`config.mk`:
```
export PLATFORM = sky130hd
export DESIGN_NAME = multicycle_control
export DESIGN_NICKNAME = d
export VERILOG_FILES = /design/src/rtl/multicycle_control.sv
export SDC_FILE = /design/constraint.sdc
export NUM_CORES = 1
export LEC_CHECK = 0
export ABC_AREA = 1
export ABC_CLOCK_PERIOD_IN_PS = 2050
export CORE_MARGIN = 2
export CORE_UTILIZATION = 43
export CTS_CLUSTER_DIAMETER = 100
export DETAILED_ROUTE_END_ITERATION = 10
export GPL_ROUTABILITY_DRIVEN = 0
export PLACE_DENSITY = 0.95
export SYNTH_ARGS = -nofsm -noshare
export SYNTH_HDL_FRONTEND = slang
export SYNTH_SLANG_ARGS = --single-unit
```
`constraint.sdc`:
```
create_clock -name clock -period 2.05 [get_ports clock]
set_input_delay 0.41 -clock clock [delete_from_list [all_inputs] [get_ports clock]]
set_output_delay 0.41 -clock clock [all_outputs]
set_load 0.01 [all_outputs]
```
`src/rtl/multicycle_control.sv`:
```
// Multicycle MIPS control unit: a Moore FSM that sequences each instruction
// over 3-5 states. It drives the shared-memory datapath (PC, IR, register file,
// ALU operand muxes, memory port) and traps unknown opcodes.
//
// Ports:
//   clock, reset       rising-edge clock, asynchronous active-high reset
//   opcode             IR[31:26]; only looked at in DECODE and MEMADR
//   zero               ALU zero flag. The PC write gating is done in the datapath.
//   mem_ready          memory access completes this cycle (FETCH/MEMRD/MEMWR only)
//   pcwrite            unconditional PC load
//   pcwritecond        PC load qualified by zero
//   iord               memory address source (0 = PC, 1 = ALUOut)
//   memread, memwrite  memory strobes
//   irwrite            IR load
//   memtoreg           write-back data comes from MDR
//   regdst             00 = rt, 01 = rd, 10 = $31
//   regwrite           register file write enable
//   alusrca            0 = PC, 1 = rs
//   alusrcb            00 = rt, 01 = 4, 10 = simm, 11 = simm << 2
//   aluop              00 = add, 01 = sub, 10 = funct, 11 = immediate op
//   pcsource           00 = ALU result, 01 = ALUOut, 10 = jump target
//   illegal_op         sticky trap flag, cleared only by reset
//   state              current state, for debug
module multicycle_control #(
    parameter int unsigned OPCODE_W      = 6,
    parameter int unsigned STATE_W       = 4,
    parameter int unsigned MEM_HANDSHAKE = 1
) (
    input  logic                clock,
    input  logic                reset,
    input  logic [OPCODE_W-1:0] opcode,
    input  logic                zero,
    input  logic                mem_ready,
    output logic                pcwrite,
    output logic                pcwritecond,
    output logic                iord,
    output logic                memread,
    output logic                memwrite,
    output logic                irwrite,
    output logic                memtoreg,
    output logic [1:0]          regdst,
    output logic                regwrite,
    output logic                alusrca,
    output logic [1:0]          alusrcb,
    output logic [1:0]          aluop,
    output logic [1:0]          pcsource,
    output logic                illegal_op,
    output logic [STATE_W-1:0]  state
);

    typedef enum logic [3:0] {
        S_FETCH   = 4'd0,
        S_DECODE  = 4'd1,
        S_MEMADR  = 4'd2,
        S_MEMRD   = 4'd3,
        S_MEMWB   = 4'd4,
        S_MEMWR   = 4'd5,
        S_EXEC    = 4'd6,
        S_RWB     = 4'd7,
        S_BRANCH  = 4'd8,
        S_JUMP    = 4'd9,
        S_IEXEC   = 4'd10,
        S_IWB     = 4'd11,
        S_JAL     = 4'd12,
        S_ILLEGAL = 4'd13
    } state_e;

    localparam logic [OPCODE_W-1:0] OP_RTYPE = OPCODE_W'(6'b000000);
    localparam logic [OPCODE_W-1:0] OP_LW    = OPCODE_W'(6'b100011);
    localparam logic [OPCODE_W-1:0] OP_SW    = OPCODE_W'(6'b101011);
    localparam logic [OPCODE_W-1:0] OP_BEQ   = OPCODE_W'(6'b000100);
    localparam logic [OPCODE_W-1:0] OP_J     = OPCODE_W'(6'b000010);
    localparam logic [OPCODE_W-1:0] OP_JAL   = OPCODE_W'(6'b000011);
    localparam logic [OPCODE_W-1:0] OP_ADDI  = OPCODE_W'(6'b001000);
    localparam logic [OPCODE_W-1:0] OP_ANDI  = OPCODE_W'(6'b001100);
    localparam logic [OPCODE_W-1:0] OP_ORI   = OPCODE_W'(6'b001101);
    localparam logic [OPCODE_W-1:0] OP_SLTI  = OPCODE_W'(6'b001010);
    localparam logic [OPCODE_W-1:0] OP_LUI   = OPCODE_W'(6'b001111);

    state_e state_q, state_d;
    logic   illegal_q, illegal_d;
    logic   mem_done_c;

    // The branch decision is made in the datapath from pcwritecond & zero.
    logic   unused_zero;
    assign unused_zero = zero;

    // A memory access completes on mem_ready, or every cycle without the handshake.
    assign mem_done_c = (MEM_HANDSHAKE != 0) ? mem_ready : 1'b1;

    // State and trap flag registers.
    always_ff @(posedge clock or posedge reset) begin
        if (reset) begin
            state_q   <= S_FETCH;
            illegal_q <= 1'b0;
        end else begin
            state_q   <= state_d;
            illegal_q <= illegal_d;
        end
    end

    // Next-state logic.
    always_comb begin
        state_d = state_q;
        unique case (state_q)
            S_FETCH: begin
                if (mem_done_c) state_d = S_DECODE;
            end
            S_DECODE: begin
                if (opcode == OP_RTYPE) begin
                    state_d = S_EXEC;
                end else if (opcode == OP_LW || opcode == OP_SW) begin
                    state_d = S_MEMADR;
                end else if (opcode == OP_BEQ) begin
                    state_d = S_BRANCH;
                end else if (opcode == OP_J) begin
                    state_d = S_JUMP;
                end else if (opcode == OP_JAL) begin
                    state_d = S_JAL;
                end else if (opcode == OP_ADDI || opcode == OP_ANDI ||
                             opcode == OP_ORI  || opcode == OP_SLTI ||
                             opcode == OP_LUI) begin
                    state_d = S_IEXEC;
                end else begin
                    state_d = S_ILLEGAL;
                end
            end
            S_MEMADR:  state_d = (opcode == OP_LW) ? S_MEMRD : S_MEMWR;
            S_MEMRD: begin
                if (mem_done_c) state_d = S_MEMWB;
            end
            S_MEMWR: begin
                if (mem_done_c) state_d = S_FETCH;
            end
            S_EXEC:    state_d = S_RWB;
            S_IEXEC:   state_d = S_IWB;
            S_MEMWB, S_RWB, S_IWB, S_BRANCH, S_JUMP, S_JAL:
                       state_d = S_FETCH;
            S_ILLEGAL: state_d = S_ILLEGAL;
            // Encodings 14 and 15 are unreachable; recover into the trap.
            default:   state_d = S_ILLEGAL;
        endcase
    end

    // The flag rises together with entry into ILLEGAL and then stays set.
    always_comb begin
        illegal_d = illegal_q;
        if (state_d == S_ILLEGAL) illegal_d = 1'b1;
    end

    // Moore output decode; only FETCH's IR/PC loads look at the handshake.
    always_comb begin
        pcwrite     = 1'b0;
        pcwritecond = 1'b0;
        iord        = 1'b0;
        memread     = 1'b0;
        memwrite    = 1'b0;
        irwrite     = 1'b0;
        memtoreg    = 1'b0;
        regdst      = 2'b00;
        regwrite    = 1'b0;
        alusrca     = 1'b0;
        alusrcb     = 2'b00;
        aluop       = 2'b00;
        pcsource    = 2'b00;
        illegal_op  = illegal_q;
        unique case (state_q)
            S_FETCH: begin
                memread = 1'b1;
                alusrcb = 2'b01;
                irwrite = mem_done_c;
                pcwrite = mem_done_c;
            end
            S_DECODE: begin
                alusrcb = 2'b11;
            end
            S_MEMADR: begin
                alusrca = 1'b1;
                alusrcb = 2'b10;
            end
            S_MEMRD: begin
                memread = 1'b1;
                iord    = 1'b1;
            end
            S_MEMWB: begin
                regwrite = 1'b1;
                memtoreg = 1'b1;
            end
            S_MEMWR: begin
                memwrite = 1'b1;
                iord     = 1'b1;
            end
            S_EXEC: begin
                alusrca = 1'b1;
                aluop   = 2'b10;
            end
            S_RWB: begin
                regwrite = 1'b1;
                regdst   = 2'b01;
            end
            S_BRANCH: begin
                alusrca     = 1'b1;
                aluop       = 2'b01;
                pcwritecond = 1'b1;
                pcsource    = 2'b01;
            end
            S_JUMP: begin
                pcwrite  = 1'b1;
                pcsource = 2'b10;
            end
            S_IEXEC: begin
                alusrca = 1'b1;
                alusrcb = 2'b10;
                aluop   = 2'b11;
            end
            S_IWB: begin
                regwrite = 1'b1;
            end
            S_JAL: begin
                regwrite = 1'b1;
                regdst   = 2'b10;
                pcwrite  = 1'b1;
                pcsource = 2'b10;
            end
            default: begin
            end
        endcase
        // Reset blanks every strobe so an aborted access cannot commit.
        if (reset) begin
            pcwrite     = 1'b0;
            pcwritecond = 1'b0;
            iord        = 1'b0;
            memread     = 1'b0;
            memwrite    = 1'b0;
            irwrite     = 1'b0;
            memtoreg    = 1'b0;
            regdst      = 2'b00;
            regwrite    = 1'b0;
            alusrca     = 1'b0;
            alusrcb     = 2'b00;
            aluop       = 2'b00;
            pcsource    = 2'b00;
            illegal_op  = 1'b0;
        end
    end

    assign state = STATE_W'(state_q);

endmodule

```
==> results of run 1 <==
registers in the layout, indices dropped and copies added, names as in the netlist:
signal and count:
illegal_q 1, state 4
final timing paths:
check                             to  slack (ns)  depth (start not counted)
max                          pcwrite        0.08                          6
min                        illegal_q        0.48                          2
max reg2reg                illegal_q        0.52                         11
min reg2reg                illegal_q        0.48                          2
max in group asynchronous   state[2]        1.28                          4
min in group asynchronous  illegal_q        0.65                          4
report_power, final:
part / total (mW) / internal (mW) / switching (mW) / leakage, nW
combinational: 0.0507 / 0.0249 / 0.0257 / 0.546
sequential: 0.0991 / 0.0991 / 0 / 0.0480
clock: 0.110 / 0.0734 / 0.0370 / 0.0150
total: 0.260 / 0.197 / 0.0628 / 0.609
worst min-delay path: stages (launching register included):
cell     delay (ns)
dfrtp_1        0.33
inv_1          0.06
nand2_1        0.06
through the flow:
stage	hold slack [ns]	TNS [ns]
6_report	0.483	0
5_1_grt	0.499	-0.0125
4_1_cts	0.496	-0.0990
3_5_place_dp	0.446	-1.32
3_3_place_gp	0.433	-1.13
2_1_floorplan	0.361	0
synthesized netlist by cell type, drive strengths merged:
cell type,n
nand2,32
o21ai,4
nor3,5
clkbuf,2
nand3,11
nor2,34
a31oi,1
inv,19
a21oi,6
nand3b,1
dfrtp,5
buf,1
o2111ai,1
clkinv,2
area by class of cell:
type,instances,area (sq um),share of cell area [%]
Sequential cell,5,129,11.7
Tap cell,16,20.0,1.81
Inverter,21,80.1,7.25
Clock buffer,4,26.3,2.38
Multi-Input combinational cell,95,475,43.0
Timing Repair Buffer,42,374,33.9
logic make-up (layout without fill, tap and decap cells):
group	Yosys count	after routing	share of synthesized area, %
AO/OA/AOI/OAI	12	12	9.67
buffers and inverters	24	67	14.1
AND/OR/NAND/NOR	83	83	57.6
flip-flops	5	5	18.6
per-layer routing:
layer  share of wire [%]  vias up  track usage [%]
met5                   0        -                0
met4                 1.8        0             10.3
met3                 7.0        4             2.08
met2                  54       48             45.6
met1                  37      446             22.9
li1                    -      471                -
repair_timing:
action,4_1_cts,5_1_grt
hold buffers,0,0
setup endpoints to repair,18,3
gates resized for setup,23,6
setup buffers,1,2
==> results.md, run 1 <==
- Fillers: 125
- Critical path peak fanout: 5
- Gate Count Post-Synth: 124
- Outcome: finished clean
- Drt wl/cell: 11.6 um
- Num ports: 32
- Most frequent cells in the layout: nand2_1, nor2_1, dlygate4sd2_1
- Port Buffers: 30
- Max Freq: 0.507 GHz
- Pwr Density: 235 nW/um^2
- Starting Density: 45.2%
- Syn Area/Cell: 5.43 sq um
- Overall power after layout: 260 uW
- Max Cap Viol: 0
- Root Buffer: clkbuf_4
- Vias: 969
- R2r startpoint: state[0]
- DP Worst Slack: -0.208 ns
- Final wirelength: 2130 um
- First drt pass iteration count: 4
- Core footprint: 1490 sq um
- Antenna Violating Nets Remaining: 0
- 1st-iter DRT viols: 24
- Min-delay src: illegal_q
- Crit path launch type: register
- DIE WIDTH: 43.6 um
- Worst EP required: 1.64 ns
- Post-DR vias/cell: 5.30
- Syn Nets: 134
- Mapped cell area: 673 sq um
- Dominant cell type by area after synthesis: dfrtp_1
- CTS tree: done
- Commonest non-fill, non-tap cell in the layout: nand2_1
- Final Core Density: 74.2%
- N_diodes: 0
- Final WS setup: 0.0773 ns
- DP HPWL: 1620 um
- Die Ht: 43.6 um
- Worst Skew: 0.00171 ns
- Initial antenna violation count: 0
- Worst-case clock buffer depth: 2
- Crit-path max cell delay: 0.44 ns
- Placed cell area: 1050 sq um
- Nets: 178
- Inserted Clock Buffers: 3
- Slowest cell on the critical path: dfrtp_1
- Fin area: 1100 sq um
- Critical Path Source: state[1]
- Worst slew margin relative to its limit: 79.0%
- Worst-Margin Slew: 0.313 ns
- Vias in the first global route: 896
- Worst path bufs/invs: 2
- Clock sink count: 5
- Final Hold Fails: 0
- Synth top area cells: dfrtp_1, nor2_1, nand2_1, inv_1, nand3_1
- H-tree levels: 1
- Final slew viol count: 0
- Yosys warnings: 0
- Endpoints failing setup: 0
- Layout cells sized above 1: 26.3%
- Critical path's top delay family: flip-flops
- Critical path arrival: 1.56 ns
- Final period utilization: 96.2%
- Post-synthesis register bit count: 5
- Register area share after synthesis: 18.6%
- Post-synth top area share: 18.6%
- Crit end category: output port
- VDD IR-drop max: 0.373 mV
- Netlist cell types: 20
- Cell Count, Final, Fillers Out: 183
- Die area: 1900 sq um
- Clk_lat worst skew: 0.24 ns
- First-pass GRT wire length: 3390 um
- GR Overflow Total: 0
- Largest net degree at the start of global routing: 17
- Final routed DRC violation total: 0
- RSZ-0062 raised after global routing: true
- Total track usage: 22.8%
- CP Cell Sequence: inv_2, nand2_1, nor3_4, a21oi_2, a21oi_1, clkdlybuf4s15_1
- Clk slew on worst S/H paths: 0.04 ns
- DP Cell Count: 176
- Core Rows: 14
- Post-layout minimum cycle time: 1.97 ns
- P_leak: 0.609 nW
- Area delta synth->final: 64.1%
- Worst setup path class: reg2out
- Hold WC Path Type: reg2reg
Note: power is estimated with default switching activity, not from simulation.
==> inputs of run 2 (changes only) <==
--- a/config.mk
+++ b/config.mk
@@ -11,7 +11,6 @@
 export CORE_UTILIZATION = 43
 export CTS_CLUSTER_DIAMETER = 100
 export DETAILED_ROUTE_END_ITERATION = 10
-export GPL_ROUTABILITY_DRIVEN = 0
 export PLACE_DENSITY = 0.95
 export SYNTH_ARGS = -nofsm -noshare
 export SYNTH_HDL_FRONTEND = slang
==> run 2 against run 1 <==
Effect of this change:
- cell area shrank 2.8%
- clock power is essentially flat
- critical path depth is the same
- clock skew is essentially flat
- global-route usage shrank 0.086 points
- largest cell class unchanged
==> results.md, run 2 (synthesized netlist as in run 1, its figures left out) <==
- Final routed DRC violation total: 0
- Worst-Margin Slew: 0.320 ns
- First-pass GRT wire length: 3390 um
- Crit end category: output port
- Initial antenna violation count: 0
- Final wirelength: 1920 um
- Outcome: finished clean
- Area delta synth->final: 59.5%
- Pwr Density: 243 nW/um^2
- Vias in the first global route: 866
- CTS tree: done
- Core Rows: 14
- Critical path arrival: 1.56 ns
- Clk_lat worst skew: 0.24 ns
- Sw frac: 24.5%
- Logic pwr share: 19.2%
- Post-DR vias/cell: 5.09
- Worst EP required: 1.64 ns
- Min-delay src: illegal_q
- Most frequent cells in the layout: nor2_1, nand2_1, dlygate4sd2_1
- Final Hold Fails: 0
- P_leak: 0.592 nW
- Worst-case clock buffer depth: 2
- Storage element area: 129 sq um
- Final period utilization: 96.1%
- Placed cell area: 1050 sq um
- R2r startpoint: state[2]
- Worst slew margin relative to its limit: 78.6%
- VDD IR-drop max: 0.336 mV
- 1st-iter DRT viols: 10
- Final Core Density: 72.1%
- Multi-input gate area: 464 sq um
- H-tree levels: 1
- Hold_ws: 0.452 ns
- Sequential Power Share: 37.9%
- Inserted Clock Buffers: 3
- Met2 WL post-DR: 1020 um
- M1 WL: 774 um
- DIE WIDTH: 43.6 um
- Fillers: 125
- Endpoints failing setup: 0
- Placer Congestion: 0.901
- Die area: 1900 sq um
- Nets: 176
- Clk slew on worst S/H paths: 0.04 ns
- Critical path peak fanout: 2
- Core footprint: 1490 sq um
- Clock sink count: 5
- DR WL met3: 110 um
- GR Overflow Total: 0
- First drt pass iteration count: 4
- Starting Density: 45.2%
- Max Cap Viol: 0
- Post-layout minimum cycle time: 1.97 ns
- Drt wl/cell: 10.6 um
- Worst Skew: 0.00195 ns
- Largest net degree at the start of global routing: 17
- Vias: 922
- Top layer in use: met4
- Cell Count, Final, Fillers Out: 181
- Hold WC Path Type: reg2reg
- Clk pwr share: 42.9%
- Die Ht: 43.6 um
- Fin area: 1070 sq um
- Num ports: 32
- Switching pwr: 64.0 uW
- Port Buffers: 30
- Root Buffer: clkbuf_4
- Critical Path Source: mem_ready
- Final slew viol count: 0
- DP Cell Count: 176
- Post-route setup TNS: 0 ns
- Crit path launch type: primary input
- P_int: 197 uW
- Max FFs per register: 4
- Worst setup path class: in2out
- RSZ-0062 raised after global routing: false
- Layout cells sized above 1: 24.2%
- CTS Hold Bufs: 0
- Antenna Violating Nets Remaining: 0
- Max Freq: 0.508 GHz
- Total track usage: 22.7%
- DP HPWL: 1620 um
- N_diodes: 0
-- run 2: critical path, stage by stage --
cell             delay [ns]
clkdlybuf4s50_1        0.47
inv_1                  0.06
nor2_1                 0.14
inv_1                  0.07
a21oi_1                0.13
dlygate4sd2_1          0.27
-- run 2: final timing paths --
| check | to | slack [ns] | cells past startpoint |
|---|---|---|---|
| setup / recovery | pcwrite | 0.08 | 6 |
| hold / removal | illegal_q | 0.45 | 2 |
| setup reg to reg | illegal_q | 0.60 | 11 |
| hold reg to reg | illegal_q | 0.45 | 2 |
| max in group asynchronous | state[0] | 1.28 | 4 |
| min in group asynchronous | state[2] | 0.65 | 4 |
-- run 2: cell type report --
class / count / share of cell area [%]
well taps: 16 / 1.86
multi-input cells: 95 / 43.2
flip-flops and latches: 5 / 12.0
inverters: 21 / 7.46
repair buffers: 40 / 33.0
clock buffers: 4 / 2.45
-- run 2: layer usage --
metal	track usage, %	vias up
li1	-	470
met1	25.0	413
met2	43.8	37
met3	3.75	2
met4	6.06	0
met5	0	-
-- run 2: per-stage QoR --
| stage | setup WS (ns) | power (mW) |
|---|---|---|
| global route | 0.000465 | 0.275 |
| floorplan | 0.349 | 0.121 |
| finish | 0.0806 | 0.261 |
| CTS | 0.0796 | 0.263 |
| detailed placement | -0.190 | 0.151 |
| global placement | -0.173 | 0.149 |
-- run 2: power groups by stage --
| stage | Clock [mW] | Combinational (mW) | Sequential, mW |
|---|---|---|---|
| 5_1_grt | 0.120 | 0.0564 | 0.0989 |
| 2_1_floorplan | 0 | 0.0208 | 0.100 |
| 6_report | 0.112 | 0.0503 | 0.0990 |
| 4_1_cts | 0.114 | 0.0501 | 0.0990 |
| 3_3_place_gp | 0 | 0.0481 | 0.100 |
| 3_5_place_dp | 0 | 0.0508 | 0.100 |
-- run 2: repair_timing --
action / CTS / global route
endpoints found under the setup margin: 18 / 3
pin swaps: 1 / 1
gates cloned: 0 / 0
resized for setup: 24 / 1
buffers inserted: 1 / 0
==> inputs of run 3 (changes only) <==
--- a/config.mk
+++ b/config.mk
@@ -6,7 +6,6 @@
 export NUM_CORES = 1
 export LEC_CHECK = 0
 export ABC_AREA = 1
-export ABC_CLOCK_PERIOD_IN_PS = 2050
 export CORE_MARGIN = 2
 export CORE_UTILIZATION = 43
 export CTS_CLUSTER_DIAMETER = 100
==> constraint.sdc (replaced) <==
create_clock -name clock -period 2.05 [get_ports clock]
set_input_delay 0.3075 -clock clock [delete_from_list [all_inputs] [get_ports clock]]
set_output_delay 0.3075 -clock clock [all_outputs]
set_load 0.01 [all_outputs]
==> run 3 against run 2 <==
Effect of this change:
- maximum frequency rose by 0.46%
- sequential power barely moved
- count of clock-buffer cells in the layout unchanged
- setup slack better by 0.0089 ns
- clock skew is 0.00051 ns higher
- sequential cell count unchanged
- utilization rose by 1.5 points
- worst hold slack better by 0.0033 ns
- clock power is 9% higher
==> results.md, run 3 (synthesized netlist as in run 1, its figures left out) <==
- Fillers: 137
- Placer Congestion: 0.905
- Core footprint: 1490 sq um
- Worst EP required: 1.74 ns
- Post-layout minimum cycle time: 1.96 ns
- Root Buffer: clkbuf_4
- Total track usage: 23.3%
- Final slew viol count: 0
- Worst-case clock buffer depth: 2
- RSZ-0062 raised after global routing: false
- Max Cap Viol: 0
- Clk slew on worst S/H paths: 0.05 ns
- Crit end category: output port
- DP Worst Slack: -0.00252 ns
- Die Ht: 43.6 um
- Starting Density: 45.2%
- Final routed DRC violation total: 0
- Worst-Margin Slew: 0.308 ns
- Inserted Clock Buffers: 3
- CTS tree: done
- R2R depth: 11
- CTS Hold Bufs: 0
- Final Hold Fails: 0
- Endpoints failing setup: 0
- Fin area: 1100 sq um
- GR Overflow Total: 0
- Crit path launch type: register
- R2r startpoint: state[1]
- Max FFs per register: 4
- Layout cells sized above 1: 24.4%
- Final period utilization: 95.6%
- Number of cells on the worst hold path: 2
- VDD IR-drop max: 0.360 mV
- First drt pass iteration count: 4
- Post-route setup TNS: 0 ns
- Critical Path Source: state[0]
- Placed cell area: 1030 sq um
- N_diodes: 0
- Critical path peak fanout: 8
- Num ports: 32
- Final wirelength: 1950 um
- Core Rows: 14
- Outcome: finished clean
- Die area: 1900 sq um
- Drt wl/cell: 10.8 um
- Largest net degree at the start of global routing: 17
- Clk_lat worst skew: 0.25 ns
- Final WS setup: 0.0895 ns
- Vias in the first global route: 840
- Port Buffers: 30
- Hold WC Path Type: reg2reg
- P_leak: 0.646 nW
- Initial antenna violation count: 0
- Clock sink count: 5
- DP Cell Count: 174
- Worst slew margin relative to its limit: 79.4%
- Vias: 893
- DIE WIDTH: 43.6 um
- Worst Skew: 0.00247 ns
- Max Freq: 0.510 GHz
- Most frequent cells in the layout: nand2_1, nor2_1, clkdlybuf4s50_1
- Cell Count, Final, Fillers Out: 180
- Post-DR vias/cell: 4.96
- First-pass GRT wire length: 3430 um
- 1st-iter DRT viols: 18
- Critical path arrival: 1.65 ns
- Worst setup path class: reg2out
- Area delta synth->final: 62.8%
- Final Core Density: 73.6%
- Pwr Density: 248 nW/um^2
- H-tree levels: 1
- DP HPWL: 1600 um
- Min-delay src: illegal_q
- Antenna Violating Nets Remaining: 0
- Commonest non-fill, non-tap cell in the layout: nand2_1
- Nets: 175
run 3: layout make-up:
type	instances	area (sq um)	share of cell area, %
inverter	21	80.1	7.31
timing repair buffer	39	374	34.1
tap	16	20.0	1.83
multi-input combinational	95	465	42.5
clock buffer	4	26.3	2.40
sequential	5	130	11.9
run 3: path summary, 6_finish.rpt:
| check | slack, ns | end |
|---|---|---|
| max | 0.09 | alusrca |
| min | 0.46 | illegal_q |
| max reg2reg | 0.56 | illegal_q |
| min reg2reg | 0.46 | illegal_q |
| max in group asynchronous | 1.40 | state[2] |
| min in group asynchronous | 0.54 | illegal_q |
run 3: per-layer routing:
layer / GRT usage (%) / share of wire, % / routed length (um)
met1: 26.5 / 40 / 771
met4: 10.3 / 2.0 / 39
met3: 0.417 / 5.6 / 110
met2: 44.4 / 53 / 1030
met5: 0 / 0 / 0
run 3: power breakdown:
group	leakage (nW)	internal [mW]	switching, mW
registers	0.0464	0.0990	0
logic	0.585	0.0256	0.0255
clock network	0.0150	0.0740	0.0475
run 3: repair_timing:
action | CTS | global route
buffers inserted | 1 | 1
gates resized for setup | 11 | 10
setup endpoints to repair | 11 | 7
run 3: worst max-delay path: stages (launching register included):
cell and delay (ns):
dfrtp_2 0.47, nor2_2 0.18, nand2_1 0.07, a21oi_1 0.14, clkdlybuf4s50_1 0.55
run 3: per-stage QoR:
step / power (mW) / hold WS (ns)
floorplan: 0.121 / 0.259
global placement: 0.149 / 0.433
detailed placement: 0.151 / 0.449
CTS: 0.272 / 0.461
global route: 0.283 / 0.483
finish: 0.272 / 0.455
